===== src/rtl/spi_flash_reader.sv =====
// spi_flash_reader: issues a SPI READ (0x03) with a 24-bit byte address, then
// streams back big-endian 16-bit words over a valid/ready handshake. SCLK is
// parked low while a finished word waits for the consumer, so no data is lost.
module spi_flash_reader #(
    parameter int CLK_DIV = 2,
    parameter int CS_IDLE = 4
) (
    input  logic        clk,
    input  logic        rst,
    input  logic        start,
    input  logic [23:0] start_addr,
    input  logic [16:0] word_count,
    output logic [15:0] word_data,
    output logic        word_valid,
    input  logic        word_ready,
    output logic        busy,
    output logic        done,
    output logic        spi_cs_n,
    output logic        spi_clk,
    output logic        spi_mosi,
    input  logic        spi_miso,
    output logic        spi_rst_n
);
    localparam int DW = (CLK_DIV > 1) ? $clog2(CLK_DIV) : 1;
    localparam int CW = (CS_IDLE > 1) ? $clog2(CS_IDLE) : 1;
    localparam logic [DW-1:0] DIV_LAST = DW'(CLK_DIV - 1);
    localparam logic [CW-1:0] CS_LAST  = CW'(CS_IDLE - 1);

    typedef enum logic [2:0] {
        S_IDLE, S_CMD, S_ADDR, S_DATA, S_HOLD, S_CSUP
    } state_t;

    state_t        state_q, state_d;
    logic [DW-1:0] div_q, div_d;         // clocks into the current SCLK half-period
    logic [4:0]    bit_q, bit_d;         // bits completed in the current phase
    logic [31:0]   sh_q, sh_d;           // outgoing command + address
    logic [15:0]   rx_q, rx_d;           // incoming word being assembled
    logic [16:0]   cnt_q, cnt_d;         // words still to deliver
    logic [CW-1:0] cs_cnt_q, cs_cnt_d;   // CS_n high time before done
    logic [15:0]   data_q, data_d;
    logic          valid_q, valid_d;
    logic          busy_q, busy_d;
    logic          done_q, done_d;
    logic          cs_n_q, cs_n_d;
    logic          sclk_q, sclk_d;
    logic          mosi_q, mosi_d;
    logic          rst_n_q;
    logic [31:0]   cmd_word;
    logic          half_tick;

    assign cmd_word  = {8'h03, start_addr & 24'hFF_FFFE};
    assign half_tick = (div_q == DIV_LAST);

    // Next-state logic: SCLK generation, shifting and word handshake sequencing.
    always_comb begin
        // NOTE: every target gets a default here so no path leaves it unassigned (no latches).
        state_d  = state_q;
        div_d    = div_q;
        bit_d    = bit_q;
        sh_d     = sh_q;
        rx_d     = rx_q;
        cnt_d    = cnt_q;
        cs_cnt_d = cs_cnt_q;
        data_d   = data_q;
        valid_d  = valid_q;
        busy_d   = busy_q;
        done_d   = 1'b0;
        cs_n_d   = cs_n_q;
        sclk_d   = sclk_q;
        mosi_d   = mosi_q;

        case (state_q)
            S_IDLE: begin
                if (start) begin
                    if (word_count == 17'd0) begin
                        done_d = 1'b1;
                    end else begin
                        state_d = S_CMD;
                        busy_d  = 1'b1;
                        cs_n_d  = 1'b0;
                        sh_d    = cmd_word;
                        mosi_d  = cmd_word[31];
                        cnt_d   = word_count;
                        div_d   = '0;
                        bit_d   = '0;
                        sclk_d  = 1'b0;
                    end
                end
            end

            S_CMD, S_ADDR, S_DATA: begin
                if (half_tick) begin
                    div_d  = '0;
                    sclk_d = ~sclk_q;
                    if (!sclk_q) begin
                        // Rising edge: the flash's bit has been stable since the last fall.
                        if (state_q == S_DATA) rx_d = {rx_q[14:0], spi_miso};
                    end else begin
                        // Falling edge: advance MOSI and close out the bit.
                        bit_d  = bit_q + 5'd1;
                        sh_d   = {sh_q[30:0], 1'b0};
                        mosi_d = sh_q[30];
                        if (state_q == S_CMD && bit_q == 5'd7) begin
                            state_d = S_ADDR;
                        end else if (state_q == S_ADDR && bit_q == 5'd31) begin
                            state_d = S_DATA;
                            bit_d   = '0;
                        end else if (state_q == S_DATA && bit_q == 5'd15) begin
                            state_d = S_HOLD;
                            bit_d   = '0;
                            data_d  = rx_q;
                            valid_d = 1'b1;
                        end
                    end
                end else begin
                    div_d = div_q + DW'(1);
                end
            end

            S_HOLD: begin
                if (word_ready) begin
                    valid_d = 1'b0;
                    cnt_d   = cnt_q - 17'd1;
                    if (cnt_q == 17'd1) begin
                        state_d  = S_CSUP;
                        cs_n_d   = 1'b1;
                        cs_cnt_d = '0;
                    end else begin
                        state_d = S_DATA;
                        div_d   = '0;
                    end
                end
            end

            S_CSUP: begin
                if (cs_cnt_q == CS_LAST) begin
                    state_d = S_IDLE;
                    done_d  = 1'b1;
                    busy_d  = 1'b0;
                end else begin
                    cs_cnt_d = cs_cnt_q + CW'(1);
                end
            end

            default: state_d = S_IDLE;
        endcase
    end

    // State and output registers with synchronous reset; flash reset follows ~rst.
    always_ff @(posedge clk) begin
        // NOTE: sequential state uses non-blocking assignments so all flops update together.
        if (rst) begin
            state_q  <= S_IDLE;
            div_q    <= '0;
            bit_q    <= '0;
            sh_q     <= '0;
            rx_q     <= '0;
            cnt_q    <= '0;
            cs_cnt_q <= '0;
            data_q   <= '0;
            valid_q  <= 1'b0;
            busy_q   <= 1'b0;
            done_q   <= 1'b0;
            cs_n_q   <= 1'b1;
            sclk_q   <= 1'b0;
            mosi_q   <= 1'b0;
            rst_n_q  <= 1'b0;
        end else begin
            state_q  <= state_d;
            div_q    <= div_d;
            bit_q    <= bit_d;
            sh_q     <= sh_d;
            rx_q     <= rx_d;
            cnt_q    <= cnt_d;
            cs_cnt_q <= cs_cnt_d;
            data_q   <= data_d;
            valid_q  <= valid_d;
            busy_q   <= busy_d;
            done_q   <= done_d;
            cs_n_q   <= cs_n_d;
            sclk_q   <= sclk_d;
            mosi_q   <= mosi_d;
            rst_n_q  <= 1'b1;
        end
    end

    assign word_data  = data_q;
    assign word_valid = valid_q;
    assign busy       = busy_q;
    assign done       = done_q;
    assign spi_cs_n   = cs_n_q;
    assign spi_clk    = sclk_q;
    assign spi_mosi   = mosi_q;
    assign spi_rst_n  = rst_n_q;
endmodule


===== config.mk =====
export PLATFORM = sky130hd
export DESIGN_NAME = spi_flash_reader
export DESIGN_NICKNAME = d
export VERILOG_FILES = /design/src/rtl/spi_flash_reader.sv
export SDC_FILE = /design/constraint.sdc
export NUM_CORES = 1
export LEC_CHECK = 0
export ABC_AREA = 1
export CORE_MARGIN = 2
export CORE_UTILIZATION = 25
export DETAILED_ROUTE_END_ITERATION = 10
export SLEW_MARGIN = 40
export SYNTH_ARGS = -nofsm -noshare
export SYNTH_HDL_FRONTEND = slang
export SYNTH_SLANG_ARGS = --single-unit

===== constraint.sdc =====
create_clock -name clk -period 5 [get_ports clk]
set_input_delay 0.75 -clock clk [delete_from_list [all_inputs] [get_ports clk]]
set_output_delay 0.75 -clock clk [all_outputs]
set_load 0.01 [all_outputs]

# [Word level (Yosys, flattened, before mapping)]
# Index checks and enable logic that the tools add are counted.
[op_classes] n_addsub=4 mul=0 div=0 order_cmp=0 eq_ne=23 shift=0 n_mux=62 n_bitwise=3 n_reduce_logical=23
[op_table] op="$mux W31" count=4
[op_table] op="$pmux W31 S2" count=1
[op_table] op="$mux W17" count=3
[op_table] op="$mux W5" count=7
[op_table] op="$pmux W17 S2" count=1
[op_table] op="$mux W3" count=10
[op_table] op="$ne A2 B2 Y1 const B" count=12
[op_table] op="$mux W1" count=23
[op_table] op="$reduce_and A4 Y1" count=5
[op_table] op="$eq A17 B1 Y1 const B" count=1
[op_table] op="$logic_not A17 Y1" count=1
[op_table] op="$sub A17 B1 Y17 const B" count=1
[op_table] op="$reduce_and A5 Y1" count=3
[op_table] op="$reduce_and A7 Y1" count=2
[op_table] op="$pmux W1 S2" count=6
[op_table] op="$pmux W3 S4" count=1
[op_table] op="$pmux W5 S2" count=1
[op_table] op="$reduce_bool A2 Y1" count=5
[op_table] op="$eq A3 B2 Y1 const B" count=2
[op_table] op="$eq A3 B3 Y1 const B" count=2
[op_table] op="$mux W2" count=3
[op_table] op="$reduce_and A6 Y1" count=1
[op_table] op="$add A5 B1 Y5 const B" count=1
[op_table] op="$eq A5 B3 Y1 const B" count=1
[op_table] op="14 further kinds" count=18
[totals] ff_bits=98 latch_bits=0 ram_bits=0 mem_bits_ro=0 out_inout_bits=23 n_memories=0

# [Depth between registers and ports, before layout]
# Gate-level depths: netlist of run 1.
[depth] depth_word=8 ltp_mapped=13 depth_no_buf=13

# [Least setup slack after synthesis of run 1]
# OpenSTA, ideal clock, no wires.
[synth_path] path_type="in2reg" start="in word_count[15]" end="reg sclk_q (netlist: spi_clk)" setup_ns=0.064 arrival_time_ns=1.841 required_time_ns=4.936 slack_ns=3.095 stages=10 n_path_buf=2 path_cell_list="or2_1 nor2_2 nand3_2 nand2_4 nand2_4 nand3_2 buf_6 buf_6 nand2_1 nor2_1"
[synth_between] elab_chain_cells=3
[synth_rtl] item="start: declaration" line_no="12" rtl="input logic [16:0] word_count,"
[synth_rtl] item="$logic_not A17 Y1" line_no="75" rtl="if (word_count == 17'd0) begin"
[synth_rtl] item="$ne A2 B2 Y1 (no source line)"
[synth_rtl] item="$reduce_and A4 Y1 (no source line)"
[synth_rtl] item="end signal: assignment" line_no="181" rtl="sclk_q <= sclk_d;"
[synth_rtl] item="end: declaration" line_no="45" rtl="logic sclk_q, sclk_d;"
# No other way between the ends.
# A chain may end at the register's enable or synchronous reset.

# [Worst setup path in the final report of run 1]
[layout_path] start="in word_count[3]" end="reg sh_q[20]"
[layout_between] elab_chain_cells=3
[layout_rtl] item="$logic_not A17 Y1" line_no="75"
[layout_rtl] item="$ne A2 B2 Y1 (no source line)"
[layout_rtl] item="$reduce_and A5 Y1 (no source line)"
[layout_rtl] item="end signal: assignment" line_no="156" rtl="sh_q <= '0;"
[layout_rtl] item="end signal: assignment" line_no="172" rtl="sh_q <= sh_d;"
[layout_rtl] item="end: declaration" line_no="36" rtl="logic [31:0] sh_q, sh_d;"
# No other way between the ends.

==> results of run 1 <==
-- placed cells by master, fill, tap and decap left out --
cell / synthesis / layout
clkdlybuf4s50_1: 0 / 67
nand2_4: 3 / 3
inv_2: 7 / 8
nand2_2: 4 / 4
nand4_2: 1 / 1
nor2_2: 2 / 2
nor3_2: 2 / 2
o21ai_0: 71 / 71
dfxtp_1: 97 / 97
xnor2_1: 1 / 1
nor3_1: 10 / 10
a31oi_1: 2 / 2
a21oi_1: 45 / 45
nand3b_1: 1 / 1
o31ai_1: 1 / 1
clkbuf_16: 0 / 9
xor2_1: 2 / 2
ha_1: 6 / 6
nand3_1: 24 / 24
inv_8: 0 / 3
buf_4: 4 / 6
o21bai_1: 1 / 1
nand2_1: 201 / 201
or2_2: 2 / 2
inv_6: 0 / 3
nand3_2: 2 / 2
and2_1: 1 / 1
nor2_1: 145 / 145
nand4_1: 15 / 15
or2_1: 1 / 1
o21ai_1: 2 / 2
nor2_4: 2 / 2
a21oi_4: 1 / 1
inv_1: 73 / 72
clkinvlp_4: 0 / 1
o22ai_1: 1 / 1
-- path summary, 6_finish.rpt --
path / startpoint / to / slack [ps] / cells past startpoint
worst max-delay path: word_count[3] / sh_q[20] / 2330 / 12
worst min register to register: rx_q[15] / word_data[15] / 450 / 2
worst max register to register: state_q[2] / sh_q[20] / 2480 / 8
worst min-delay path: rx_q[15] / word_data[15] / 450 / 2
-- per-layer routing --
metal | part of all wire [%] | wire, um | global-route usage, % | vias to the layer above
met2 | 46 | 5530 | 19.4 | 59
li1 | - | - | - | 2495
met5 | 0 | 0 | 0 | -
met3 | 4.1 | 496 | 3.15 | 9
met4 | 1.2 | 148 | 4.65 | 0
met1 | 49 | 5830 | 14.9 | 2106
-- critical path, cell delays in order --
cell and delay (ps):
clkdlybuf4s50_1 440, nor2_1 120, nand2_1 60, nor2_1 220, nand3_2 120, nand2_4 110, nand2_4 90, nand3_2 240
buf_4 510, nand2_1 100, nand2_1 80, nor2_1 50
-- stage by stage --
step           setup WS, ps  util (%)  cell area [um^2]  hold WS (ps)
2_1_floorplan          3100         -              4920           430
3_3_place_gp           1960      29.8              5770           450
3_5_place_dp           1940      29.8              5770           450
4_1_cts                2320      31.3              6070           462
5_1_grt                2080      31.3              6070           483
6_report               2330      31.3              6070           452
-- power breakdown --
| group | leakage, nW | internal (mW) | switching (mW) |
|---|---|---|---|
| sequential | 0.794 | 0.954 | 0.125 |
| clock | 0.143 | 0.354 | 0.344 |
| combinational | 1.75 | 0.489 | 0.959 |
| total | 2.68 | 1.80 | 1.43 |
-- kinds of logic after synthesis --
| family | Yosys count |
|---|---|
| compound gates | 124 |
| xor+xnor | 3 |
| fa+ha+maj | 6 |
| buf+inv | 116 |
| flops | 97 |
| simple gates | 416 |
-- sequential cells by signal, summed over array words and instances (netlist names) --
signal      count
spi_cs_n        1
rx_q           16
div_q           1
word_data      16
cnt_q          17
spi_clk         1
sh_q           30
spi_rst_n       1
bit_q           5
spi_mosi        1
word_valid      1
done            1
busy            1
cs_cnt_q        2
state_q         3
-- layout make-up --
cell class / instances / area (um^2)
Timing Repair Buffer: 73 / 716
Tap cell: 265 / 332
Inverter: 80 / 300
Sequential cell: 97 / 1940
Multi-Input combinational cell: 549 / 2480
Clock buffer: 9 / 225
Fill cell: 2159 / 13300
Clock inverter: 7 / 67.6
==> results.toml, run 1 <==
[placement]
hpwl_um = 7960
io_buffers = 67
gp_congestion = 0.789
dpl.cell_count = 1064

[synth]
yosysSeqAreaShare_pct = 39.5
syn_area_mm2 = 0.00492
synthCells = 762
synth_edf_count = 0
yosys_warnings = 0
synth_area_leaders = "dfxtp_1 (39%), nand2_1 (15%), nor2_1 (11%)"
yosys.area_share.adder_pct = 1.53
synth-compound-area-share_pct = 13.0
ys_seq_elements = 97
synth_cell_type_count = 35
yosysTopAreaCell = "dfxtp_1"
synth_top_family_by_area = "simple AND/OR/NAND/NOR gates"
synth-simple-area-share_pct = 35.4
synth_xor_xnor_area_share_pct = 0.534
async_flop_share_pct = 0
syn_nets = 814
synth_ff_type = "dfxtp_1"
synthTopCellsByCount = "nand2_1 (201), nor2_1 (145), dfxtp_1 (97)"
yosysMostFrequentCell = "nand2_1"
synth_top_cell_area_share_pct = 39.5
postSynthAreaPerCell_um2 = 6.45
muxShareOfSynthArea_pct = 0

[global_route]
grt_pass1_wl_um = 19600
grt_max_degree = 58
grt-ovfl-total = 0
antenna_found_initial = 0
grt_pass1_vias = 4152
grt_usage_pct = 11.8

[outcome]
outcome = "complete, no violations"

[timing]
rsz0062_at_grt = "no"
setup_viol = 0
finalSetupTns_ps = 0
fin_skew_ps = 10.9
relSlewSlack_pct = 43.9
finalCritPeriodShare_pct = 53.3
min_period_ps = 2670
fmax_mhz = 375
hold_viol_final = 0
worst_pin_slew_ps = 839
slew_violations = 0

[cells_and_area]
drive_gt1_share_pct = 6.01
fin_nets = 862
syn_to_final_growth_pct = 23.3
antenna_cells = 0
stdcell_count = 1080

[setup_path]
crit_path_end_kind = "flop"
path_max_fanout = 57
worst_ep_required_time_ps = 5250
crit_path_start_kind = "primary input"
arrival_ps = 2920
critPathKind = "primary input to flop"

[detailed_routing]
vias = 4669
firstDrtPassIters = 4
detail-route-antenna-nets = 0
drt-initial-drc-count = 338
totalWireLength_um = 12000
via_per_inst = 4.32
wire_per_inst_um = 11.1
drc = 0

[power]
power_density_mw_per_mm2 = 532
totalPowerFinal_mw = 3.23
leakagePower_nw = 2.68
max-vdd-ir-drop_uv = 256

[floorplanning]
fp.dieH_um = 144
die_area_mm2 = 0.0208
row_count = 51
die_width_um = 144
core_mm2 = 0.0194
io_pins = 69
initial_core_util_pct = 25.4

[cts]
cts_tree = "built"
cts.sinks = 97
clock_latency_ps = 360
htree_levels = 3
clkTransAtPathRegs_ps = 80
clockRootBuffer = "clkbuf_16"
cts_made_buffers = 9
clk_path_buf_depth = 2
postCtsSetupRepairBufs = 0
cts_resized = 0
holdBufCountCts = 0

[worst_hold_path]
worst_hold_path_type = "flop to flop"

[flow_run]
maxCapViolations = 0
(Power assumes the default switching activity.)
==> run 2, diff against run 1 <==
==> constraint.sdc (replaced) <==
create_clock -name clk -period 2.5 [get_ports clk]
set_input_delay 0.375 -clock clk [delete_from_list [all_inputs] [get_ports clk]]
set_output_delay 0.375 -clock clk [all_outputs]
set_load 0.01 [all_outputs]
==> results.toml, run 2 (synthesized netlist as in run 1, its figures left out) <==
[cells_and_area]
reg_top3 = "sh_q x30, cnt_q x17"
top_register = "sh_q"
fin_util_pct = 31.7
num-fill-cells = 2147
stdcell_count = 1087
largest_reg_flops = 30
drive_gt1_share_pct = 6.81
fin_nets = 869
layout.cells.most_common_list = "nand2_1 (201), nor2_1 (145), dfxtp_1 (97)"
final_common_cell = "nand2_1"
syn_to_final_growth_pct = 25.2
antenna_cells = 0

[setup_path]
cp_slowest_cell = "nor2_1"
arrival_ps = 2200
path_max_fanout = 6
crit_start = "cnt_q[0]"
timing.rr.start = "cnt_q[0]"
crit_path_end_kind = "flop"
worst_ep_required_time_ps = 2790
cp_common_cell = "nor2_1"
critPathKind = "flop to flop"
cp_slowest_stage_delay_ps = 350
crit_chain = "inv_1 > ha_1 > inv_1 > nor2_1 > nand2_1 > nor2_1 > inv_1 > nor2_1 > nor2_1 > o21ai_1 > nor2_1 > nor2_1"
crit_path_start_kind = "flop"

[cts]
cts_tree = "built"
postCtsSetupRepairBufs = 0
clkTransAtPathRegs_ps = 70
cts.sinks = 97
clk_path_buf_depth = 2
clockRootBuffer = "clkbuf_16"
cts_resized = 0
holdBufCountCts = 0
cts_made_buffers = 9
htree_levels = 3
clock_latency_ps = 360

[timing]
finalCritPeriodShare_pct = 76.4
min_period_ps = 1910
setup_viol = 0
fin_skew_ps = 9.51
rsz0062_at_grt = "no"
whs_ps = 458
fmax_mhz = 524
finalSetupTns_ps = 0
worst_pin_slew_ps = 514
slew_violations = 0
hold_viol_final = 0
relSlewSlack_pct = 65.7

[worst_hold_path]
min_from = "busy"
worst_hold_path_type = "flop to flop"

[floorplanning]
fp.dieH_um = 144
die_width_um = 144
initial_core_util_pct = 25.4
io_pins = 69
row_count = 51
die_area_mm2 = 0.0208
core_mm2 = 0.0194

[placement]
gp_congestion = 0.823
hpwl_um = 8210
dpl.cell_count = 1071
io_buffers = 67

[outcome]
outcome = "complete, no violations"

[detailed_routing]
totalWireLength_um = 12000
wire_per_inst_um = 11.0
via_per_inst = 4.32
firstDrtPassIters = 4
drc = 0
drt-initial-drc-count = 325
detail-route-antenna-nets = 0
vias = 4698

[global_route]
antenna_found_initial = 0
grt-ovfl-total = 0
grt_max_degree = 69
grt_usage_pct = 11.7
grt_pass1_vias = 4171
grt_pass1_wl_um = 19500

[power]
max-vdd-ir-drop_uv = 474
leakagePower_nw = 2.73
power_density_mw_per_mm2 = 1060
totalPowerFinal_mw = 6.51

[flow_run]
maxCapViolations = 0
## run 2: changes by cell type in the layout (fill, tap and decap cells not counted)
cell,change
buf_4,+4
buf_12,+3
clkinv_4,+1
clkinvlp_4,-1
## run 2: final timing paths
path                    end  slack (ps)  cells past startpoint
hold reg to reg        busy         460                      2
setup / recovery  cnt_q[12]         590                     12
hold / removal         busy         460                      2
setup reg to reg  cnt_q[12]         590                     12
## run 2: final cells by class
class,count,area (um^2),area share [%]
Multi-Input combinational cell,549,2480,40.3
Sequential cell,97,1940,31.5
Timing Repair Buffer,80,806,13.1
Tap cell,265,332,5.39
Inverter,80,300,4.88
Clock buffer,9,225,3.66
Clock inverter,7,68.8,1.12
## run 2: through the flow
step / cell area, um^2 / setup slack (ps)
after floorplan: 4920 / 871
after global placement: 5860 / 282
after detailed placement: 5860 / 287
after CTS: 6160 / 591
after global routing: 6160 / 351
final: 6160 / 591
## run 2: worst max-delay path, delay by kind of cell, from the launching register on
kind | cells | cell delay (ps)
AOI/OAI and AO/OA | 1 | 130
and+or+nand+nor | 7 | 900
adders and majority gates | 1 | 190
buffers and inverters | 3 | 290
DFF | 1 | 340
## run 2: per-layer routing
| layer | track usage, % | wire, um |
|---|---|---|
| met1 | 14.7 | 5580 |
| met2 | 19.6 | 5650 |
| met3 | 2.35 | 564 |
| met4 | 5.06 | 200 |
| met5 | 0 | 0 |
## run 2: where the power goes
group / internal (mW) / switching, mW / leakage, nW
Combinational: 1.05 / 1.91 / 1.79
Clock: 0.710 / 0.684 / 0.147
Sequential: 1.91 / 0.245 / 0.794
==> run 3, diff against run 2 <==
==> constraint.sdc (replaced) <==
create_clock -name clk -period 1.76 [get_ports clk]
set_input_delay 0.264 -clock clk [delete_from_list [all_inputs] [get_ports clk]]
set_output_delay 0.264 -clock clk [all_outputs]
set_load 0.01 [all_outputs]
==> results.toml, run 3 (synthesized netlist as in run 1, its figures left out) <==
[outcome]
outcome = "complete, no violations"

[cells_and_area]
syn_to_final_growth_pct = 36.0
largest_reg_flops = 30
drive_gt1_share_pct = 15.2
reg_top3 = "sh_q x30, cnt_q x17"
num-fill-cells = 2130
antenna_cells = 0
final_common_cell = "nand2_1"
fin_nets = 920
layout.cells.most_common_list = "nand2_1 (195), nor2_1 (135), dfxtp_1 (94)"
regArea_mm2 = 0.00195
stdcell_count = 1138
multiInputGateArea_mm2 = 0.00260
fin_util_pct = 34.5
top_register = "sh_q"

[global_route]
grt_pass1_vias = 4459
antenna_found_initial = 0
grt_usage_pct = 12.0
grt_pass1_wl_um = 20300
grt_max_degree = 53
grt-ovfl-total = 0

[detailed_routing]
wire_per_inst_um = 10.8
via_per_inst = 4.25
drc = 0
detail-route-antenna-nets = 0
totalWireLength_um = 12300
firstDrtPassIters = 5
drt-initial-drc-count = 170
vias = 4834

[setup_path]
arrival_ps = 1870
critPathKind = "primary input to flop"
crit_path_end_kind = "flop"
crit_path_start_kind = "primary input"
worst_ep_required_time_ps = 2000
critPathTopFamily = "simple AND/OR/NAND/NOR gates"
cp_slowest_cell = "clkdlybuf4s50_1"
cp_common_cell = "nand2_1"
path_max_fanout = 52
crit_chain = "clkdlybuf4s50_1 > nor2_1 > nand2_1 > nor2_2 > nand3_2 > nand2_4 > nand2_4 > nand3_2 > buf_12 > nand2_1 > nand2_1 > nor2_1"
cp_slowest_stage_delay_ps = 430
cp_num_buf_inv = 2

[cts]
cts_made_buffers = 9
clkTransAtPathRegs_ps = 70
clockRootBuffer = "clkbuf_16"
holdBufCountCts = 0
cts_tree = "built"
clock_latency_ps = 350
cts.sinks = 97
clk_path_buf_depth = 2
htree_levels = 3

[flow_run]
maxCapViolations = 0

[timing]
finalSetupTns_ps = 0
min_period_ps = 1630
whs_ps = 450
hold_viol_final = 0
fmax_mhz = 613
setup_viol = 0
relSlewSlack_pct = 75.2
worst_pin_slew_ps = 370
finalCritPeriodShare_pct = 92.7
fin_skew_ps = 11.0
slew_violations = 0

[worst_hold_path]
worst_hold_path_type = "flop to flop"

[power]
leakagePower_nw = 2.99
intPower_mw = 5.78
switching_share_pct = 42.6
seqPwrFrac_pct = 30.2
power_frac_clock_pct = 19.5
p_comb_share_pct = 50.3
max-vdd-ir-drop_uv = 685
totalPowerFinal_mw = 10.1
power_density_mw_per_mm2 = 1500
p_switching_mw = 4.29

[placement]
dpl.cell_count = 1116
gp_congestion = 0.808
hpwl_um = 8640
io_buffers = 67

[floorplanning]
core_mm2 = 0.0194
initial_core_util_pct = 25.4
io_pins = 69
die_width_um = 144
row_count = 51
die_area_mm2 = 0.0208
fp.dieH_um = 144
[run 3: repair_timing]
item,CTS,global route
setup endpoints to repair,16,42
setup buffers,0,6
pin swaps,0,13
gates resized for setup,4,37
[run 3: routing by layer]
metal | part of all wire (%) | wire length (um) | up-vias | track usage (%)
met3 | 3.4 | 420 | 14 | 2.85
met5 | 0 | 0 | - | 0
li1 | - | - | 2609 | -
met2 | 47 | 5790 | 51 | 20.1
met4 | 2.0 | 250 | 0 | 4.65
met1 | 48 | 5880 | 2160 | 15.0
[run 3: worst reg2reg max path: stages (launching register included)]
cell     delay (ps)
dfxtp_2         360
ha_4            140
nand2_2          80
nor2_4          110
ha_1            140
inv_1            40
nor2_2           90
nand2_2          90
nand4_1         140
nand4_4         150
nor2_1          130
nor2_1           50
[run 3: power groups by stage]
stage / registers (mW) / logic [mW] / clock network [mW]
2_1_floorplan: 3.03 / 3.45 / 0
3_3_place_gp: 3.06 / 4.77 / 0
3_5_place_dp: 3.06 / 4.82 / 0
4_1_cts: 3.02 / 4.87 / 2.03
5_1_grt: 3.12 / 5.80 / 2.11
6_report: 3.04 / 5.06 / 1.96
[run 3: area by class of cell]
| type | instances | share of cell area, % |
|---|---|---|
| clock buffer | 9 | 3.37 |
| multi-input combinational | 549 | 38.9 |
| timing repair buffer | 131 | 18.2 |
| sequential | 97 | 29.1 |
| clock inverter | 7 | 0.991 |
| inverter | 80 | 4.49 |
| tap | 265 | 4.96 |
[run 3: final timing paths]
path	endpoint	startpoint	cells after the start	slack, ps
min reg2reg	word_data[15]	rx_q[15]	2	450
min	word_data[15]	rx_q[15]	2	450
max reg2reg	state_q[1]	bit_q[1]	11	160
max	sh_q[20]	word_count[11]	12	130
[run 3: through the flow]
stage | worst slack, ps | instance area, um^2
after floorplan | 131 | 4920
after global placement | -251 | 6210
after detailed placement | -256 | 6210
after CTS | 3.24 | 6530
after global routing | -1.95 | 6690
final | 128 | 6690
